--- config.mk ---
export PLATFORM = sky130hd
export DESIGN_NAME = pipeline_hazard_ctrl
export DESIGN_NICKNAME = d
export VERILOG_FILES = /design/src/rtl/pipeline_hazard_ctrl_pkg.sv /design/src/rtl/pipeline_hazard_ctrl_fwd_select.sv /design/src/rtl/pipeline_hazard_ctrl.sv
export SDC_FILE = /design/constraint.sdc
export NUM_CORES = 1
export LEC_CHECK = 0
export ABC_AREA = 1
export CAP_MARGIN = 10
export CORE_MARGIN = 1
export CORE_UTILIZATION = 43
export DETAILED_ROUTE_END_ITERATION = 10
export PLACE_DENSITY = 0.81
export SLEW_MARGIN = 20
export SYNTH_ARGS = -nofsm -noshare
export SYNTH_HDL_FRONTEND = slang
export SYNTH_SLANG_ARGS = --single-unit
--- constraint.sdc ---
create_clock -name clk -period 3.5 [get_ports clk]
set_clock_uncertainty 0.2 [all_clocks]
set_input_delay 0.35 -clock clk [delete_from_list [all_inputs] [get_ports clk]]
set_output_delay 0.35 -clock clk [all_outputs]
set_load 0.02 [all_outputs]
--- src/rtl/pipeline_hazard_ctrl_pkg.sv ---
// Shared definitions for the RV32I hazard controller: scoreboard state
// encoding, forwarding-select encoding and default register address width.
package hazard_pkg;

    localparam int unsigned REG_AW_DEF = 5;

    // Forwarding select value that means "take the operand from the register file"
    localparam int unsigned FWD_SEL_RF = 0;

    typedef enum logic {
        MC_IDLE = 1'b0,
        MC_BUSY = 1'b1
    } mc_state_e;

    function automatic int unsigned fwd_sel_w(input int unsigned stages);
        return $clog2(stages + 1);
    endfunction

endpackage

--- src/rtl/pipeline_hazard_ctrl_fwd_select.sv ---
// Per-source forwarding priority encoder: the nearest later stage that writes
// the requested register wins; x0 is never forwarded.
module fwd_select
    import hazard_pkg::*;
#(
    parameter int unsigned REG_AW     = REG_AW_DEF,
    parameter int unsigned FWD_STAGES = 2,
    parameter int unsigned SEL_W      = fwd_sel_w(FWD_STAGES)
) (
    input  logic [REG_AW-1:0]            rs_addr_i,
    input  logic [FWD_STAGES*REG_AW-1:0] rd_addr_stg_i,
    input  logic [FWD_STAGES-1:0]        rd_write_stg_i,
    output logic [SEL_W-1:0]             sel_o
);

    logic [SEL_W-1:0] sel;

    // Walk from the farthest stage inward so the lowest matching index is the last written
    always_comb begin
        sel = SEL_W'(FWD_SEL_RF);
        for (int unsigned k = FWD_STAGES; k > 0; k--) begin
            if (rd_write_stg_i[k-1] &&
                (rd_addr_stg_i[(k-1)*REG_AW +: REG_AW] == rs_addr_i) &&
                (rs_addr_i != '0)) begin
                sel = SEL_W'(k);
            end
        end
    end

    assign sel_o = sel;

endmodule

--- src/rtl/pipeline_hazard_ctrl.sv ---
// Hazard controller beside ID/EX: operand forwarding selects, load-use bubbles,
// taken-branch flushes and a one-entry scoreboard for a multi-cycle unit.
module pipeline_hazard_ctrl
    import hazard_pkg::*;
#(
    parameter int unsigned REG_AW     = REG_AW_DEF,
    parameter int unsigned FWD_STAGES = 2,
    parameter int unsigned LOAD_LAT   = 1,
    parameter int unsigned MC_MAX     = 40
) (
    input  logic                                 clk,
    input  logic                                 rst_n,
    input  logic [REG_AW-1:0]                    rs1_addr_id,
    input  logic [REG_AW-1:0]                    rs2_addr_id,
    input  logic                                 rs1_used_id,
    input  logic                                 rs2_used_id,
    input  logic [REG_AW-1:0]                    rd_addr_id,
    input  logic                                 rd_write_id,
    input  logic [REG_AW-1:0]                    rs1_addr_ex,
    input  logic [REG_AW-1:0]                    rs2_addr_ex,
    input  logic [REG_AW-1:0]                    rd_addr_ex,
    input  logic                                 rd_write_ex,
    input  logic                                 is_load_ex,
    input  logic                                 branch_taken_ex,
    input  logic                                 mc_start_ex,
    input  logic                                 mc_done,
    input  logic [FWD_STAGES*REG_AW-1:0]         rd_addr_stg,
    input  logic [FWD_STAGES-1:0]                rd_write_stg,
    output logic [fwd_sel_w(FWD_STAGES)-1:0]     fwd_sel_src1,
    output logic [fwd_sel_w(FWD_STAGES)-1:0]     fwd_sel_src2,
    output logic                                 stall_if,
    output logic                                 stall_id,
    output logic                                 flush_id,
    output logic                                 flush_ex,
    output logic                                 mc_busy,
    output logic                                 mc_timeout
);

    localparam int unsigned SEL_W = fwd_sel_w(FWD_STAGES);
    localparam int unsigned LU_W  = 2;
    localparam int unsigned WD_W  = $clog2(MC_MAX + 1);

    mc_state_e         state_q, state_d;
    logic [REG_AW-1:0] mc_rd_q, mc_rd_d;
    logic [WD_W-1:0]   wd_cnt_q, wd_cnt_d;
    logic [LU_W-1:0]   lu_cnt_q, lu_cnt_d;
    logic              timeout_q, timeout_d;

    logic [SEL_W-1:0]  sel1, sel2;
    logic              mc_start_ok;
    logic              lu_detect, lu_active;
    logic              mc_raw, mc_waw, mc_stall;

    fwd_select #(
        .REG_AW     (REG_AW),
        .FWD_STAGES (FWD_STAGES),
        .SEL_W      (SEL_W)
    ) u_fwd_src1 (
        .rs_addr_i      (rs1_addr_ex),
        .rd_addr_stg_i  (rd_addr_stg),
        .rd_write_stg_i (rd_write_stg),
        .sel_o          (sel1)
    );

    fwd_select #(
        .REG_AW     (REG_AW),
        .FWD_STAGES (FWD_STAGES),
        .SEL_W      (SEL_W)
    ) u_fwd_src2 (
        .rs_addr_i      (rs2_addr_ex),
        .rd_addr_stg_i  (rd_addr_stg),
        .rd_write_stg_i (rd_write_stg),
        .sel_o          (sel2)
    );

    // A multi-cycle issue coinciding with a taken branch is on the wrong path
    assign mc_start_ok = mc_start_ex & ~branch_taken_ex;

    assign lu_detect = is_load_ex & rd_write_ex & (rd_addr_ex != '0) &
                       ((rs1_used_id & (rs1_addr_id == rd_addr_ex)) |
                        (rs2_used_id & (rs2_addr_id == rd_addr_ex)));
    assign lu_active = lu_detect | (lu_cnt_q != '0);

    assign mc_raw   = (mc_rd_q != '0) &
                      ((rs1_used_id & (rs1_addr_id == mc_rd_q)) |
                       (rs2_used_id & (rs2_addr_id == mc_rd_q)));
    assign mc_waw   = rd_write_id & (rd_addr_id == mc_rd_q);
    assign mc_stall = (state_q == MC_BUSY) &
                      (mc_raw | mc_waw | (mc_start_ex & ~mc_done));

    always_ff @(posedge clk or negedge rst_n) begin
        if (!rst_n) begin
            state_q   <= MC_IDLE;
            mc_rd_q   <= '0;
            wd_cnt_q  <= '0;
            lu_cnt_q  <= '0;
            timeout_q <= 1'b0;
        end else begin
            state_q   <= state_d;
            mc_rd_q   <= mc_rd_d;
            wd_cnt_q  <= wd_cnt_d;
            lu_cnt_q  <= lu_cnt_d;
            timeout_q <= timeout_d;
        end
    end

    always_comb begin
        state_d   = state_q;
        mc_rd_d   = mc_rd_q;
        wd_cnt_d  = wd_cnt_q;
        timeout_d = timeout_q;

        if (branch_taken_ex) begin
            lu_cnt_d = '0;
        end else if (lu_cnt_q != '0) begin
            lu_cnt_d = lu_cnt_q - LU_W'(1);
        end else if (lu_detect) begin
            lu_cnt_d = LU_W'(LOAD_LAT - 1);
        end else begin
            lu_cnt_d = '0;
        end

        case (state_q)
            MC_IDLE: begin
                if (mc_start_ok) begin
                    state_d  = MC_BUSY;
                    mc_rd_d  = rd_addr_ex;
                    wd_cnt_d = '0;
                end
            end
            MC_BUSY: begin
                // Completion takes priority over the watchdog; a same-cycle issue re-arms
                if (mc_done) begin
                    if (mc_start_ok) begin
                        mc_rd_d  = rd_addr_ex;
                        wd_cnt_d = '0;
                    end else begin
                        state_d = MC_IDLE;
                    end
                end else if (wd_cnt_q == WD_W'(MC_MAX - 1)) begin
                    state_d   = MC_IDLE;
                    timeout_d = 1'b1;
                end else begin
                    wd_cnt_d = wd_cnt_q + WD_W'(1);
                end
            end
        endcase
    end

    // Outputs are held low combinationally while reset is asserted
    always_comb begin
        fwd_sel_src1 = '0;
        fwd_sel_src2 = '0;
        stall_if     = 1'b0;
        stall_id     = 1'b0;
        flush_id     = 1'b0;
        flush_ex     = 1'b0;
        mc_busy      = 1'b0;
        mc_timeout   = 1'b0;
        if (rst_n) begin
            fwd_sel_src1 = sel1;
            fwd_sel_src2 = sel2;
            mc_busy      = (state_q == MC_BUSY);
            mc_timeout   = timeout_q;
            if (branch_taken_ex) begin
                flush_id = 1'b1;
                flush_ex = 1'b1;
            end else if (lu_active || mc_stall) begin
                stall_if = 1'b1;
                stall_id = 1'b1;
                flush_ex = 1'b1;
            end
        end
    end

    a_no_mc_on_branch: assert property (@(posedge clk) disable iff (!rst_n)
        !(mc_start_ex && branch_taken_ex));

endmodule

==> metrics.cfg, run 1 <==
[run_status]
outcome=complete, no violations

[synthesis]
synthArstFlopShare=1.00
synth_flop_cell=dfrtp_1
synth-compound-area-share=0.122
synth_top_family_by_area=simple AND/OR/NAND/NOR gates
synth_nets=322
syn_avg_cell_area_sq_um=5.70
syn_area_sq_um=1530
synthSimpleGateAreaFrac=0.415
synth_area_leaders=dfrtp_1, nand2_1, inv_1
ys_ff_latch=15
synth_warnings=0
ys_seq_area_frac=0.245
synthAdderAreaFrac=0.00816
synth_xor_area_frac=0.0742
yosysTopAreaCell=dfrtp_1
synth_top_area_frac=0.245
synth_edf_count=0
synth.distinct_cells=28
synthMuxAreaShare=0
syn_inst=269

[placement]
dp.cells=375
hpwl_um=3490
gp_congestion=0.883
port_buffers=61

[power]
power.switching_mw=0.201
swShare=0.363
p_int_mw=0.353
leakage_nw=1.15
pwr-share-clk=0.185
pwr-share-seq=0.391
ir_worst_vdd_uv=215
p_per_area_nw_per_um2=248
p_comb_frac=0.424

[cts]
clk_pin_slew_ns=0.09
cts_root_buf=clkbuf_4
cts_resized=0
postCtsSetupRepairBufs=0
postCtsHoldBufs=0
cts_made_buffers=3
ctsLongestPathBuffers=2
clk_latency_ns=0.28
htreeDepth=1
cts_tree=built
cts_sinks=15

[global_route]
antenna_found_initial=0
grt_max_degree=13
grt_pass1_wl_um=6710
track_usage=0.232
overflow=0
first_global_vias=1661

[finish]
synthToLayoutAreaGrowth_pct=45.4
nets=387
fin_cells=379
n_antenna_cell=0
final_layout_size_suffix_gt1_frac=0.0420

[die]
die_w_um=61.7
io_pins=62
start_util=0.453
num_rows=21
coreArea_sq_um=3390
fp.dieArea_sq_um=3810
die_h_um=61.7

[sta]
rsz0062_at_grt=false
hold_viol=0
slew_headroom=0.467
fmax_mhz=349
setup_viol=0
worstMarginPinSlew_ns=0.797
layout_min_cycle_time_ns=2.86
slew_viol_final=0
fin_tns_setup_ns=0
finalCritPeriodShare=0.818

[detailed_routing]
ant_nets=0
avgRoutedWirePerCell_um=10.9
num_vias=1811
drtIter0Drc=143
wl_um=4150
vias_per_cell=4.78
dr.pass1.iters=4
remaining_drc_errors=0

[setup_path]
worst-endpoint-required_ns=2.95
crit_type=primary input to primary output
critPathCaptureType=primary output
critPathLaunchType=primary input
cpMaxStageDelayCell=clkdlybuf4s50_1
timing.critical_path.mode_cell=nand2_1
path_cells=clkdlybuf4s50_1 > inv_1 > nand2_1 > nand2_1 > nor2_1 > nand3_1 > nand2_1 > nand2_1 > nand2_1 > nand2_1 > a21oi_2 > clkdlybuf4s50_1
critPathTopFamily=buffers and inverters
arrival_ns=2.31
crit_fanout=5
cpPeakStageDelay_ns=0.62
ff2ff_setup_slack_ns=1.57
path_buf_inv=3

[worst_hold_path]
hold_class=primary input to asynchronous set/reset pin

[run]
maxCapViolCount=0

cells in the mapped netlist (2+ instances only):
cell type,count
o2111ai_1,2
inv_1,47
o31ai_1,3
o211ai_1,3
nor2_1,31
xor2_1,5
nand4_1,4
nand2_1,92
xnor2_1,8
o21ai_0,14
o22ai_1,3
nor3_1,5
a21oi_1,4
dfrtp_1,15
inv_2,4
nor2_2,2
nand3_1,16
power by group through the flow:
| stage | Clock, mW | Sequential [mW] | Combinational [mW] |
|---|---|---|---|
| after detailed placement | 0 | 0.219 | 0.235 |
| after floorplan | 0 | 0.215 | 0.127 |
| final | 0.102 | 0.216 | 0.235 |
| after CTS | 0.105 | 0.216 | 0.236 |
| after global routing | 0.115 | 0.221 | 0.268 |
| after global placement | 0 | 0.219 | 0.233 |
worst paths after layout:
kind,from,to,depth (start not counted)
setup / recovery,rd_addr_ex[4],stall_if,12
setup reg to reg,state_q$_DFF_PN0_,wd_cnt_q[3]$_DFFE_PN0N_,6
max in group asynchronous,rst_n,wd_cnt_q[4]$_DFFE_PN0N_,2
hold / removal,rst_n,mc_rd_q[0]$_DFFE_PN0P_,1
hold reg to reg,lu_cnt_q[0]$_DFF_PN0_,lu_cnt_q[0]$_DFF_PN0_,1
min in group clk,lu_cnt_q[0]$_DFF_PN0_,lu_cnt_q[0]$_DFF_PN0_,1
stage by stage:
| stage | setup slack (ns) | cell area, sq um | utilization | power [mW] | hold WS [ns] |
|---|---|---|---|---|---|
| 2_1_floorplan | 1.56 | 1530 | - | 0.342 | -0.146 |
| 3_3_place_gp | 0.652 | 2200 | 0.649 | 0.453 | 0.245 |
| 3_5_place_dp | 0.655 | 2200 | 0.649 | 0.454 | 0.262 |
| 4_1_cts | 0.637 | 2230 | 0.658 | 0.558 | 0.113 |
| 5_1_grt | 0.434 | 2230 | 0.658 | 0.604 | 0.123 |
| 6_report | 0.639 | 2230 | 0.658 | 0.554 | 0.111 |
flip-flops by register name (all words and copies together), names as in the netlist:
signal	count
lu_cnt_q	2
wd_cnt_q	6
mc_rd_q	5
state_q	1
timeout_q	1
cells by family after synthesis:
family                   Yosys count
XOR/XNOR                          13
AND/OR/NAND/NOR                  155
adder cells (fa/ha/maj)            1
flip-flops                        15
AO/OA/AOI/OAI                     31
buffers and inverters             54
routing by layer:
layer  wire length [um]  track usage  vias up
met5                  0            0        -
met1               2020        0.341      770
met2               1810        0.373       66
met4                 38       0.0603        0
met3                276       0.0124        6
li1                   -            -      969
final cells by class:
cell class                 instances  area, sq um
fill                             312         1160
sequential                        15          375
clock inverter                     1         7.51
clock buffer                       3         22.5
inverter                          51          191
multi-input combinational        200          951
timing repair buffer              63          626
tap                               46         57.6
cells in the final DEF, fill, tap and decap left out, drive strengths merged:
| cell type | instances |
|---|---|
| a21oi | 5 |
| and2 | 1 |
| and3 | 1 |
| buf | 2 |
| clkbuf | 3 |
| clkdlybuf4s50 | 61 |
| clkinvlp | 1 |
| dfrtp | 15 |
| ha | 1 |
| inv | 51 |
| nand2 | 93 |
| nand3 | 16 |
| nand4 | 4 |
| nor2 | 33 |
| nor3 | 5 |
| nor3b | 1 |
| nor4 | 1 |
| o2111ai | 2 |
| o211ai | 3 |
| o21ai | 14 |
| o21bai | 1 |
| o22ai | 3 |
| o31ai | 3 |
| xnor2 | 8 |
| xor2 | 5 |
(Power assumes the default switching activity.)
==> inputs of run 2 (changes only) <==
--- a/config.mk
+++ b/config.mk
@@ -8,9 +8,9 @@
 export ABC_AREA = 1
 export CAP_MARGIN = 10
 export CORE_MARGIN = 1
-export CORE_UTILIZATION = 43
+export CORE_UTILIZATION = 39
 export DETAILED_ROUTE_END_ITERATION = 10
-export PLACE_DENSITY = 0.81
+export PLACE_DENSITY = 0.77
 export SLEW_MARGIN = 20
 export SYNTH_ARGS = -nofsm -noshare
 export SYNTH_HDL_FRONTEND = slang
==> constraint.sdc (replaced) <==
create_clock -name clk -period 2.4 [get_ports clk]
set_clock_uncertainty 0.2 [all_clocks]
set_input_delay 0.24 -clock clk [delete_from_list [all_inputs] [get_ports clk]]
set_output_delay 0.24 -clock clk [all_outputs]
set_load 0.02 [all_outputs]
==> run 2 against run 1 <==
Net effect: setup slack got worse by 0.51 ns; combinational power grew 55%; via count rose by 3.4%; sequential cell count is the same; non-clock buffer count up 17; core utilization shrank 2.2 points.
==> metrics.cfg, run 2 (synthesis results as in run 1) <==
[power]
p_per_area_nw_per_um2=376
leakage_nw=1.27
ir_worst_vdd_uv=284
p_total_mw=0.889

[finish]
final_common_cell=nand2_1
synthToLayoutAreaGrowth_pct=54.0
nets=404
reg_top3=wd_cnt_q: 6 flops, mc_rd_q: 5 flops, lu_cnt_q: 2 flops
multiInputGateArea_sq_um=951
final_layout_size_suffix_gt1_frac=0.0943
nFillCells=346
fin_cells=398
largest_reg_flops=6
n_antenna_cell=0
top_register=wd_cnt_q
regArea_sq_um=375
final_cell_mix=nand2_1, clkdlybuf4s50_1, inv_1

[detailed_routing]
ant_nets=0
remaining_drc_errors=0
dr.pass1.iters=4
wl_um=4460
vias_per_cell=4.71
drtIter0Drc=99
num_vias=1873
avgRoutedWirePerCell_um=11.2

[sta]
fmax_mhz=440
slew_viol_final=0
rsz0062_at_grt=false
hold_viol=0
slew_headroom=0.796
layout_min_cycle_time_ns=2.28
setup_viol=0
worstMarginPinSlew_ns=0.303
finalCritPeriodShare=0.948

[cts]
ctsLongestPathBuffers=2
cts_sinks=15
clk_latency_ns=0.25
htreeDepth=1
clk_pin_slew_ns=0.06
cts_made_buffers=3
cts_tree=built
cts_root_buf=clkbuf_8

[setup_path]
critPathLaunchType=primary input
arrival_ns=1.84
crit_type=primary input to primary output
timing.rr.start=wd_cnt_q[0]$_DFFE_PN0N_
worst-endpoint-required_ns=1.96
crit_fanout=5
critPathCaptureType=primary output
critPathLaunch=rd_addr_ex[2]

[die]
die_w_um=64.7
fp.dieArea_sq_um=4190
coreArea_sq_um=3720
io_pins=62
start_util=0.413
num_rows=22
die_h_um=64.7

[worst_hold_path]
hold_class=flop to flop
hold_start=lu_cnt_q[0]$_DFF_PN0_

[run_status]
outcome=complete, no violations

[global_route]
overflow=0
first_global_vias=1661
grt_max_degree=12
grt_pass1_wl_um=7250
antenna_found_initial=0
track_usage=0.218

[placement]
dp.cells=394
hpwl_um=3720
port_buffers=61
gp_congestion=0.877

[run]
maxCapViolCount=0

## run 2: area by class of cell
type                            count  area share
Sequential cell                    15       0.159
Clock buffer                        3      0.0175
Tap cell                           48      0.0254
Multi-Input combinational cell    200       0.403
Clock inverter                      1     0.00212
Timing Repair Buffer               80       0.312
Inverter                           51      0.0810
## run 2: what timing repair did
action | in CTS | in global routing
buffers inserted | 0 | 0
cloned | 0 | 0
setup endpoints to repair | 7 | 3
hold buffers | 0 | 0
gates resized for setup | 7 | 5
## run 2: final timing paths
path	slack [ns]	end	cells past startpoint
worst max-delay path	0.12	flush_ex	10
min in group asynchronous	0.27	wd_cnt_q[4]$_DFFE_PN0N_	2
max in group asynchronous	1.57	mc_rd_q[3]$_DFFE_PN0P_	2
worst min register to register	0.26	lu_cnt_q[0]$_DFF_PN0_	1
worst max register to register	0.78	wd_cnt_q[3]$_DFFE_PN0N_	7
worst min-delay path	0.26	lu_cnt_q[0]$_DFF_PN0_	1
## run 2: routing by layer
metal	share of wire	global-route usage
met5	0	0
met4	0.0065	0.0472
met3	0.059	0.0246
met2	0.44	0.354
met1	0.49	0.308
## run 2: report_power, final
| part | total [mW] | switching (mW) | internal, mW |
|---|---|---|---|
| clock | 0.206 | 0.0904 | 0.115 |
| combinational | 0.364 | 0.181 | 0.183 |
| sequential | 0.319 | 0.0358 | 0.283 |
## run 2: per-stage QoR
step | utilization | hold slack [ns] | instance area [sq um] | worst slack [ns] | TNS (ns)
after floorplan | - | -0.256 | 1530 | 0.574 | 0
after global placement | 0.627 | 0.243 | 2330 | -0.232 | -0.770
after detailed placement | 0.627 | 0.255 | 2330 | -0.254 | -0.914
after CTS | 0.637 | 0.263 | 2370 | 0.0225 | 0
after global routing | 0.636 | 0.293 | 2360 | 0.00348 | 0
final | 0.636 | 0.261 | 2360 | 0.125 | 0
## run 2: critical path: stages
cell	delay, ns
clkdlybuf4s50_1	0.48
nor3_1	0.28
nand3_1	0.11
nand3_1	0.09
inv_1	0.04
nand2_1	0.08
nand2_1	0.05
nand2_1	0.09
nand3_1	0.08
clkdlybuf4s15_1	0.29
